<file path="config.mk">
export PLATFORM = sky130hd
export DESIGN_NAME = video_timing_detect
export DESIGN_NICKNAME = d
export VERILOG_FILES = /design/src/rtl/video_timing_detect.sv
export SDC_FILE = /design/constraint.sdc
export NUM_CORES = 1
export LEC_CHECK = 0
export CORE_ASPECT_RATIO = 0.9
export CORE_UTILIZATION = 55
export DETAILED_ROUTE_END_ITERATION = 7
export PLACE_DENSITY_LB_ADDON = 0.05
export SETUP_SLACK_MARGIN = 0.05
export SYNTH_ARGS = -nofsm -noshare
export SYNTH_HDL_FRONTEND = slang
export SYNTH_SLANG_ARGS = --single-unit
</file>
<file path="constraint.sdc">
create_clock -name clk_pix -period 7.6 [get_ports clk_pix]
set_input_delay 1.52 -clock clk_pix [delete_from_list [all_inputs] [get_ports clk_pix]]
set_output_delay 1.52 -clock clk_pix [all_outputs]
set_load 0.005 [all_outputs]
</file>
<file path="src/rtl/video_timing_detect.sv">
// ---------------------------------------------------------------------------
// video_timing_detect
//
// Receive-side timing analyser for a raw hsync/vsync/de pixel stream. It
// measures line and frame geometry, recovers active-area pixel coordinates
// and raises `locked` once consecutive frames measure identically.
//
// Optional build macro:
//   AUTO_POL_EN - sync polarity is learned from the stream (syncs are
//                 inactive while de is high). Without it the H_POL/V_POL
//                 parameters select normalization.
//
// Ports:
//   clk_pix   pixel clock
//   rst       asynchronous, active-high reset
//   hsync     raw horizontal sync (clk_pix domain)
//   vsync     raw vertical sync (clk_pix domain)
//   de        raw data enable
//   de_out    de delayed by 2 clocks, aligned with sx/sy
//   sx, sy    recovered active column / row (hold while de_out=0)
//   frame     one-cycle pulse per normalized vsync rising edge
//   locked    timing stable
//   h_total   clocks per line         h_active  de clocks per line
//   v_total   lines per frame         v_active  lines with de per frame
//   h_pol     hsync polarity in use   v_pol     vsync polarity in use
// ---------------------------------------------------------------------------
module video_timing_detect #(
    parameter int CNTW        = 12,
    parameter bit H_POL       = 1'b1,
    parameter bit V_POL       = 1'b1,
    parameter int LOCK_FRAMES = 2
) (
    input  logic            clk_pix,
    input  logic            rst,
    input  logic            hsync,
    input  logic            vsync,
    input  logic            de,
    output logic            de_out,
    output logic [CNTW-1:0] sx,
    output logic [CNTW-1:0] sy,
    output logic            frame,
    output logic            locked,
    output logic [CNTW-1:0] h_total,
    output logic [CNTW-1:0] h_active,
    output logic [CNTW-1:0] v_total,
    output logic [CNTW-1:0] v_active,
    output logic            h_pol,
    output logic            v_pol
);

    localparam logic [CNTW-1:0] CNT_ZERO   = {CNTW{1'b0}};
    localparam logic [CNTW-1:0] CNT_ONE    = {{(CNTW-1){1'b0}}, 1'b1};
    localparam logic [CNTW-1:0] CNT_MAX    = {CNTW{1'b1}};
    localparam logic [3:0]      MATCH_LOCK = 4'(LOCK_FRAMES - 1);

    typedef enum logic [1:0] {
        ST_SEARCH  = 2'd0,
        ST_MEASURE = 2'd1,
        ST_LOCKED  = 2'd2
    } state_t;

    // Input pipeline
    logic hsync_q_r, vsync_q_r, de_q_r;
    logic hsync_q2_r, vsync_q2_r;
    logic h_pol_r, v_pol_r;
    logic h_pol_nx_s, v_pol_nx_s, pol_change_s;

    // Normalized sync edges
    logic hs_s, hs_d_s, hs_rise_s;
    logic vs_s, vs_d_s, vs_rise_s;

    // Line / frame measurement
    logic [CNTW-1:0] hcnt_r, decnt_r, line_len_r, line_act_r;
    logic [CNTW-1:0] vcnt_r, vacnt_r;
    logic            line_de_seen_r, frame_de_seen_r;
    logic [CNTW-1:0] line_len_nx_s, line_act_nx_s, vcnt_nx_s, vacnt_nx_s;
    logic            line_has_de_s, timeout_s, snap_diff_s, len_err_s;

    // Outputs
    logic [CNTW-1:0] h_total_r, h_active_r, v_total_r, v_active_r;
    logic [CNTW-1:0] sx_r, sy_r, sx_nx_s, sy_nx_s;
    logic            de_out_r, frame_r, locked_r;

    // FSM
    state_t     state_r, state_nx_s;
    logic [3:0] match_r, match_nx_s, match_inc_s;

    // Both sync taps are normalized with the current polarity so that a
    // polarity update never fabricates an edge.
    assign hs_s      = hsync_q_r ~^ h_pol_r;
    assign hs_d_s    = hsync_q2_r ~^ h_pol_r;
    assign hs_rise_s = hs_s & ~hs_d_s;
    assign vs_s      = vsync_q_r ~^ v_pol_r;
    assign vs_d_s    = vsync_q2_r ~^ v_pol_r;
    assign vs_rise_s = vs_s & ~vs_d_s;

    assign timeout_s     = (hcnt_r == CNT_MAX);
    assign line_has_de_s = line_de_seen_r | de_q_r;
    assign match_inc_s   = match_r + 4'd1;

    // Input stage registers and sync polarity tracking
    always_ff @(posedge clk_pix or posedge rst) begin
        if (rst) begin
            hsync_q_r  <= 1'b0;
            vsync_q_r  <= 1'b0;
            de_q_r     <= 1'b0;
            hsync_q2_r <= 1'b0;
            vsync_q2_r <= 1'b0;
            h_pol_r    <= H_POL;
            v_pol_r    <= V_POL;
        end else begin
            hsync_q_r  <= hsync;
            vsync_q_r  <= vsync;
            de_q_r     <= de;
            hsync_q2_r <= hsync_q_r;
            vsync_q2_r <= vsync_q_r;
            h_pol_r    <= h_pol_nx_s;
            v_pol_r    <= v_pol_nx_s;
        end
    end

    // Polarity selection: learned from idle sync level during active video, or fixed
    always_comb begin
        h_pol_nx_s   = h_pol_r;
        v_pol_nx_s   = v_pol_r;
        pol_change_s = 1'b0;
`ifdef AUTO_POL_EN
        if (de_q_r) begin
            h_pol_nx_s   = ~hsync_q_r;
            v_pol_nx_s   = ~vsync_q_r;
            pol_change_s = (hsync_q_r == h_pol_r) | (vsync_q_r == v_pol_r);
        end else begin
            h_pol_nx_s   = h_pol_r;
            v_pol_nx_s   = v_pol_r;
            pol_change_s = 1'b0;
        end
`else
        h_pol_nx_s   = H_POL;
        v_pol_nx_s   = V_POL;
        pol_change_s = 1'b0;
`endif
    end

    // Next line/frame statistics; a simultaneous hs_rise is folded into a vs_rise snapshot
    always_comb begin
        line_len_nx_s = line_len_r;
        line_act_nx_s = line_act_r;
        vcnt_nx_s     = vcnt_r;
        vacnt_nx_s    = vacnt_r;
        if (hs_rise_s) begin
            line_len_nx_s = hcnt_r + CNT_ONE;
            vcnt_nx_s     = vcnt_r + CNT_ONE;
            // Blank lines keep the last active width so the snapshot taken in
            // vertical blanking still reports the active line width.
            if (line_has_de_s) begin
                line_act_nx_s = decnt_r;
                vacnt_nx_s    = vacnt_r + CNT_ONE;
            end else begin
                line_act_nx_s = line_act_r;
                vacnt_nx_s    = vacnt_r;
            end
        end else begin
            line_len_nx_s = line_len_r;
            line_act_nx_s = line_act_r;
            vcnt_nx_s     = vcnt_r;
            vacnt_nx_s    = vacnt_r;
        end
    end

    assign snap_diff_s = (line_len_nx_s != h_total_r)  | (line_act_nx_s != h_active_r) |
                         (vcnt_nx_s     != v_total_r)  | (vacnt_nx_s    != v_active_r);
    assign len_err_s   = hs_rise_s & (line_len_nx_s != h_total_r);

    // Line and frame counters plus measurement snapshot
    always_ff @(posedge clk_pix or posedge rst) begin
        if (rst) begin
            hcnt_r          <= CNT_ZERO;
            decnt_r         <= CNT_ZERO;
            line_len_r      <= CNT_ZERO;
            line_act_r      <= CNT_ZERO;
            line_de_seen_r  <= 1'b0;
            vcnt_r          <= CNT_ZERO;
            vacnt_r         <= CNT_ZERO;
            frame_de_seen_r <= 1'b0;
            h_total_r       <= CNT_ZERO;
            h_active_r      <= CNT_ZERO;
            v_total_r       <= CNT_ZERO;
            v_active_r      <= CNT_ZERO;
        end else begin
            if (hs_rise_s) begin
                hcnt_r  <= CNT_ZERO;
                decnt_r <= CNT_ZERO;
            end else begin
                hcnt_r  <= timeout_s ? hcnt_r : hcnt_r + CNT_ONE;
                decnt_r <= (de_q_r && decnt_r != CNT_MAX) ? decnt_r + CNT_ONE : decnt_r;
            end
            line_len_r     <= line_len_nx_s;
            line_act_r     <= line_act_nx_s;
            line_de_seen_r <= hs_rise_s ? 1'b0 : line_has_de_s;
            if (vs_rise_s) begin
                vcnt_r          <= CNT_ZERO;
                vacnt_r         <= CNT_ZERO;
                frame_de_seen_r <= 1'b0;
                h_total_r       <= line_len_nx_s;
                h_active_r      <= line_act_nx_s;
                v_total_r       <= vcnt_nx_s;
                v_active_r      <= vacnt_nx_s;
            end else begin
                vcnt_r          <= vcnt_nx_s;
                vacnt_r         <= vacnt_nx_s;
                frame_de_seen_r <= frame_de_seen_r | de_q_r;
            end
        end
    end

    // Coordinate recovery: sx restarts on the first de of a line, sy on the first active line of a frame
    always_comb begin
        sx_nx_s = sx_r;
        sy_nx_s = sy_r;
        if (de_q_r) begin
            if (line_de_seen_r) begin
                sx_nx_s = sx_r + CNT_ONE;
                sy_nx_s = sy_r;
            end else begin
                sx_nx_s = CNT_ZERO;
                sy_nx_s = (frame_de_seen_r & ~vs_rise_s) ? sy_r + CNT_ONE : CNT_ZERO;
            end
        end else begin
            sx_nx_s = sx_r;
            sy_nx_s = sy_r;
        end
    end

    // Lock FSM next state
    always_comb begin
        state_nx_s = state_r;
        match_nx_s = match_r;
        case (state_r)
            ST_SEARCH: begin
                if (vs_rise_s) begin
                    state_nx_s = ST_MEASURE;
                    match_nx_s = 4'd0;
                end else begin
                    state_nx_s = ST_SEARCH;
                end
            end
            ST_MEASURE: begin
                if (timeout_s) begin
                    state_nx_s = ST_SEARCH;
                    match_nx_s = 4'd0;
                end else if (vs_rise_s) begin
                    if (snap_diff_s) begin
                        match_nx_s = 4'd0;
                    end else if (match_inc_s >= MATCH_LOCK) begin
                        match_nx_s = match_inc_s;
                        state_nx_s = ST_LOCKED;
                    end else begin
                        match_nx_s = match_inc_s;
                    end
                end else begin
                    state_nx_s = ST_MEASURE;
                end
            end
            ST_LOCKED: begin
                if (timeout_s || pol_change_s || len_err_s || (vs_rise_s && snap_diff_s)) begin
                    state_nx_s = ST_SEARCH;
                    match_nx_s = 4'd0;
                end else begin
                    state_nx_s = ST_LOCKED;
                end
            end
            default: begin
                state_nx_s = ST_SEARCH;
                match_nx_s = 4'd0;
            end
        endcase
    end

    // FSM state and registered status/coordinate outputs
    always_ff @(posedge clk_pix or posedge rst) begin
        if (rst) begin
            state_r  <= ST_SEARCH;
            match_r  <= 4'd0;
            locked_r <= 1'b0;
            frame_r  <= 1'b0;
            de_out_r <= 1'b0;
            sx_r     <= CNT_ZERO;
            sy_r     <= CNT_ZERO;
        end else begin
            state_r  <= state_nx_s;
            match_r  <= match_nx_s;
            locked_r <= (state_nx_s == ST_LOCKED);
            frame_r  <= vs_rise_s;
            de_out_r <= de_q_r;
            sx_r     <= sx_nx_s;
            sy_r     <= sy_nx_s;
        end
    end

    assign de_out   = de_out_r;
    assign sx       = sx_r;
    assign sy       = sy_r;
    assign frame    = frame_r;
    assign locked   = locked_r;
    assign h_total  = h_total_r;
    assign h_active = h_active_r;
    assign v_total  = v_total_r;
    assign v_active = v_active_r;
    assign h_pol    = h_pol_r;
    assign v_pol    = v_pol_r;

endmodule
</file>
-- Yosys cells after proc, flatten, opt, wreduce, memory -nomap -nowiden
Cells that the tools add are included.
- $add $sub $neg: 7
- magnitude comparators: 1
- eq/ne operators: 13
- mux-type cells: 29
- bitwise logic cells: 13
- reductions and logical operators: 8
- operators by type and width (cell ; count):
    two-way mux 12 bit ; 14
    adder 12 x 1 -> 12 bit (second input constant) ; 6
    != test 12 bit ; 4
    two-way mux 4 bit ; 5
    == test 12 bit (second input constant) ; 1
    != test 12 bit (second input constant) ; 1
    case mux 4 bit (3 select lines) ; 1
    two-way mux 2 bit ; 5
    != test 2 bit (second input constant) ; 3
    case mux 2 bit (3 select lines) ; 1
    OR 1 bit ; 5
    adder 4 x 1 -> 4 bit (second input constant) ; 1
    AND 1 bit ; 4
    == test 2 bit (second input constant) ; 2
    >= comparator 4 x 1 -> 1 bit (second input constant) ; 1
    inverter 1 bit ; 4
    two-way mux 1 bit ; 3
    != test 3 bit (second input constant) ; 1
    AND reduction 3 bit ; 1
    == test 2 x 1 -> 1 bit (second input constant) ; 1
    logical AND 1 bit ; 2
    zero test 2 bit ; 1
    logical OR 1 bit ; 2
    AND reduction 2 bit ; 1
    nonzero test 2 bit ; 1
- register bits: 160
- bits of input ports: 5
- output and inout bits: 77
- word-level logic and storage cells: 95

-- Depth between registers and ports, before layout
- depth in word-level cells: 12
- depth in mapped cells: 12
- gate-level depth less buffers: 10

-- Worst setup path after synthesis
Ideal clock, no wire load.
- kind: register to register
- start point: register de_q_r
- end point: register state_r[0]
- setup time: 0.135 ns
- data arrival time: 2.792 ns
- required time: 7.465 ns
- setup slack: 4.673 ns
- cell stages (with the launch flop): 12
- path buffers: 2
- clock period less this slack: 2.927 ns
- cell sequence: dfrtp_1 buf_6 or2_1 buf_6 a2111oi_4 a311oi_1 or4_1 nor4_1 nand4_1 or2_4 o311ai_1 o31ai_1
- word-level cells in the longest chain between the ends: 11
- elaborated cells between the ends (all ways): 14
- classes of those cells: eq/ne (2); mux (8); bitwise (4)
- ends and longest elaborated chain (element ; RTL line ; RTL):
    start: declaration ; 63 ; logic hsync_q_r, vsync_q_r, de_q_r;
    start signal: assignment ; 106 ; de_q_r <= 1'b0;
    start signal: assignment ; 114 ; de_q_r <= de;
    OR 1 bit * ; 98 ; assign line_has_de_s = line_de_seen_r | de_q_r;
    two-way mux 12 bit ; 155 ; if (line_has_de_s) begin
    two-way mux 12 bit ; 150 ; if (hs_rise_s) begin
    != test 12 bit ; 170 ; assign snap_diff_s = (line_len_nx_s != h_total_r) | (line_act_nx_s != h_active_r) |
    OR 1 bit (2 in a row) ; 170 ;
    OR 1 bit * ; 171 ; (vcnt_nx_s != v_total_r) | (vacnt_nx_s != v_active_r);
    two-way mux 2 bit * ; 252 ; if (snap_diff_s) begin
    two-way mux 2 bit * ; 251 ; end else if (vs_rise_s) begin
    two-way mux 2 bit * ; 248 ; if (timeout_s) begin
    case mux 2 bit (3 select lines) * ; 238 ; case (state_r)
    named net state_nx_s[0] ; 85 ; state_t state_r, state_nx_s;
    end signal: assignment ; 290 ; state_r <= state_nx_s;
    end: declaration ; 85 ;
Mark *: on every way through the listed nets, which the timed path passes. The rest lies on a longest branch.
A chain may end at the register's enable or synchronous reset.

-- Final worst setup path
Ends and elaborated chain as after synthesis.

==> flow_metrics.tcl <==
set metrics [dict create \
    status "finished clean" \
    pwr-share-clk_pct 40.3 \
    ys_ff_latch 160 \
    hold_ws_ns 0.399 \
    cp.required_ns 7.87 \
    syn_area_sq_mm 0.00837 \
    syn_inst 912 \
    p_int_mw 1.72 \
    p_leak_nw 4.24 \
    insertion_delay_ns 0.42 \
    clock-sinks 160 \
    ys_top_cells_by_count "160 x dfrtp_1, 148 x nand2_1, 85 x nor2_1" \
    groute.usage.overall_pct 26.9 \
    antenna_cells 0 \
    critPathLaunch "de_q_r" \
    die_h_um 119 \
    netSwitchingPower_mw 0.625 \
    clkTransAtPathRegs_ns 0.06 \
    seq_area_frac_synth_pct 47.8 \
    drive_gt1_share_pct 6.34 \
    drt_iter0_markers 494 \
    drt-total-wl_um 19900 \
    postCtsHoldBufs 0 \
    power_frac_comb_pct 16.2 \
    avgRoutedWirePerCell_um 17.0 \
    drv_slew 0 \
    crit_buf_inv 0 \
    max_freq_mhz 253 \
    tightest_slew_ns 0.977 \
    setup_viol_count_final 0 \
    die_w_um 132 \
    place.gp.congestion 0.933 \
    power_density_mw_per_mm2 237 \
    slowest_stage "nor2_1" \
    swShare_pct 26.7 \
    arrival_ns 4.23 \
    cp_max_fo 19 \
    final.min_clock_period_ns 3.95 \
    grt_max_degree 94 \
    yosysTopAreaCellShare_pct 47.8 \
    endpoint_kind "flip-flop" \
    worst_ir_drop_vdd_mv 0.198 \
    yosys_warnings 0 \
    maxCapViolCount 0 \
    ios 82 \
    dpl.hpwl_um 13900 \
    ctsHtreeMaxLevel 4 \
    cts_buffers 17 \
    vias 6754 \
    cts_tree "yes" \
    rows 42 \
    wl_met1_um 9160 \
    grt_pass1_vias 6587 \
    core_area_sq_mm 0.0148 \
    slowest_delay_ns 0.81 \
    min_path_type "flip-flop to flip-flop" \
    min_from "vsync_q_r" \
    start_util_pct 56.7 \
    avgViaCountPerCell 5.74 \
    skew_ns 0.00698 \
    crit_chain "nor2_1 -> o21ai_0 -> and3_1 -> or4_1 -> nor4_1 -> nand4_1 -> or2_4 -> o311ai_1 -> o31ai_1" \
    synth.largest_area_cell "dfrtp_1" \
    route.met2.wl_um 9590 \
    port_buffers 79 \
    highest_layer "met4" \
    finalHoldViolations 0 \
    dieArea_sq_mm 0.0157 \
    final_cell_count_no_fill 1176 \
    antenna_found_initial 0 \
    critical_path_class "flip-flop to flip-flop" \
    synthArstFlopShare_pct 100 \
    synth_edf_count 0 \
    final_core_util_pct 67.0 \
    finalSetupTns_ns 0 \
    yosys-top-cells-area "dfrtp_1 48%, nand2_1 6.6%, xnor2_1 6.0%, xor2_1 5.0%, o21ai_0 4.0%" \
    dr_wl_met3_um 818 \
    slew_headroom_pct 34.6 \
    synth_cell_types 70 \
    post_cts_buffers 0 \
    post-place-cells 1145 \
    cp-start-kind "flip-flop" \
    rsz0062_at_grt "false" \
    dr.pass1.iters 4 \
    cp_top_family "simple AND/OR/NAND/NOR gates" \
    cts_resized 0 \
    pwr-share-seq_pct 43.5 \
    post-synth-top-count-cell "dfrtp_1" \
    drc 0 \
    area_growth_pct 18.2 \
    grt_pass1_wl_um 33400 \
    rr_startpoint "de_q_r" \
    nets 979 \
    period_share_pct 52.0 \
    postRouteAntennaNets 0 \
    ys.flop_type "dfrtp_1" \
    grt_overflow 0 \
    cts.path.max_buffers 2 \
    cts-root-buf "clkbuf_16" \
    syn_avg_cell_area_sq_um 9.18 \
]
-- power groups by stage --
stage / registers, mW / logic, mW / clock network (mW)
3_5_place_dp: 1.03 / 0.379 / 0
3_3_place_gp: 1.03 / 0.373 / 0
6_report: 1.02 / 0.379 / 0.944
4_1_cts: 1.02 / 0.382 / 0.958
2_1_floorplan: 1.01 / 0.255 / 0
5_1_grt: 1.03 / 0.421 / 0.997
-- routing by layer --
layer	up-vias	GRT usage, %
met5	-	0
met4	0	8.50
met3	31	5.36
met2	164	44.5
met1	3324	35.7
li1	3235	-
-- cell families after synthesis --
logic type / share of synthesized area [%]
AND/OR/NAND/NOR: 21.6
flip-flops: 47.8
other: 0.0448
multiplexers: 1.93
AO/OA/AOI/OAI: 12.0
XOR/XNOR: 11.0
adder cells (fa/ha/maj): 1.20
buffers and inverters: 4.35
-- cells in the final DEF, fill, tap and decap left out, types with 3 or more instances in the layout --
| master | n |
|---|---|
| nor4_2 | 3 |
| xor2_1 | 48 |
| a21oi_1 | 23 |
| a211o_1 | 3 |
| a31oi_1 | 5 |
| o21ai_1 | 3 |
| a2111oi_0 | 10 |
| clkbuf_16 | 17 |
| mux2_2 | 9 |
| o32ai_1 | 4 |
| nor3_1 | 16 |
| nand2_1 | 148 |
| o21ai_0 | 67 |
| bufinv_16 | 5 |
| or3_1 | 7 |
| mux2i_1 | 6 |
| and4_1 | 3 |
| clkdlybuf4s50_1 | 79 |
| buf_4 | 6 |
| clkinv_2 | 3 |
| inv_1 | 35 |
| nor3b_1 | 3 |
| and3_1 | 10 |
| dfrtp_1 | 160 |
| nand4_1 | 23 |
| nor2b_1 | 10 |
| o22ai_1 | 3 |
| and2_1 | 3 |
| or2_2 | 4 |
| clkbuf_8 | 3 |
| o31ai_1 | 4 |
| nor4_1 | 7 |
| or4_1 | 4 |
| nand3b_1 | 6 |
| ha_1 | 8 |
| nand2b_1 | 7 |
| nand3_1 | 32 |
| nor2_1 | 85 |
| xnor2_1 | 57 |
-- per-stage QoR --
stage	area [sq um]	power [mW]	setup WS, ns
CTS	9890	2.36	3.70
floorplan	8370	1.26	1.76
detailed placement	9240	1.41	3.71
finish	9890	2.34	3.65
global placement	9240	1.40	3.89
global route	9890	2.45	3.32
-- worst register-to-register path, stage by stage, from the launching register on --
cell      delay (ns)
dfrtp_1         0.57
nor2_1          0.81
o21ai_0         0.33
and3_1          0.27
or4_1           0.46
nor4_1          0.37
nand4_1         0.22
or2_4           0.31
o311ai_1        0.33
o31ai_1         0.14
-- path summary, 6_finish.rpt --
check	cells past startpoint	slack, ns	endpoint
max	9	3.65	state_r[0]
max in group asynchronous	3	4.61	vcnt_r[7]
max reg2reg	9	3.65	state_r[0]
min reg2reg	0	0.40	vsync_q2_r
min in group asynchronous	2	1.63	sy[9]
min	0	0.40	vsync_q2_r
-- cell type report --
cell class	instances	area, sq um
sequential	160	4000
multi-input combinational	665	4010
clock inverter	10	181
clock buffer	21	470
tap	198	248
inverter	37	144
fill	1211	4880
timing repair buffer	85	836
-- registers in the layout (all words and copies together) (netlist names), 12 cells and up --
register / flops
hcnt_r: 12
v_active: 12
h_active: 12
sy: 12
sx: 12
v_total: 12
vacnt_r: 12
line_act_r: 12
line_len_r: 12
vcnt_r: 12
decnt_r: 12
h_total: 12
(Power assumes the default switching activity.)
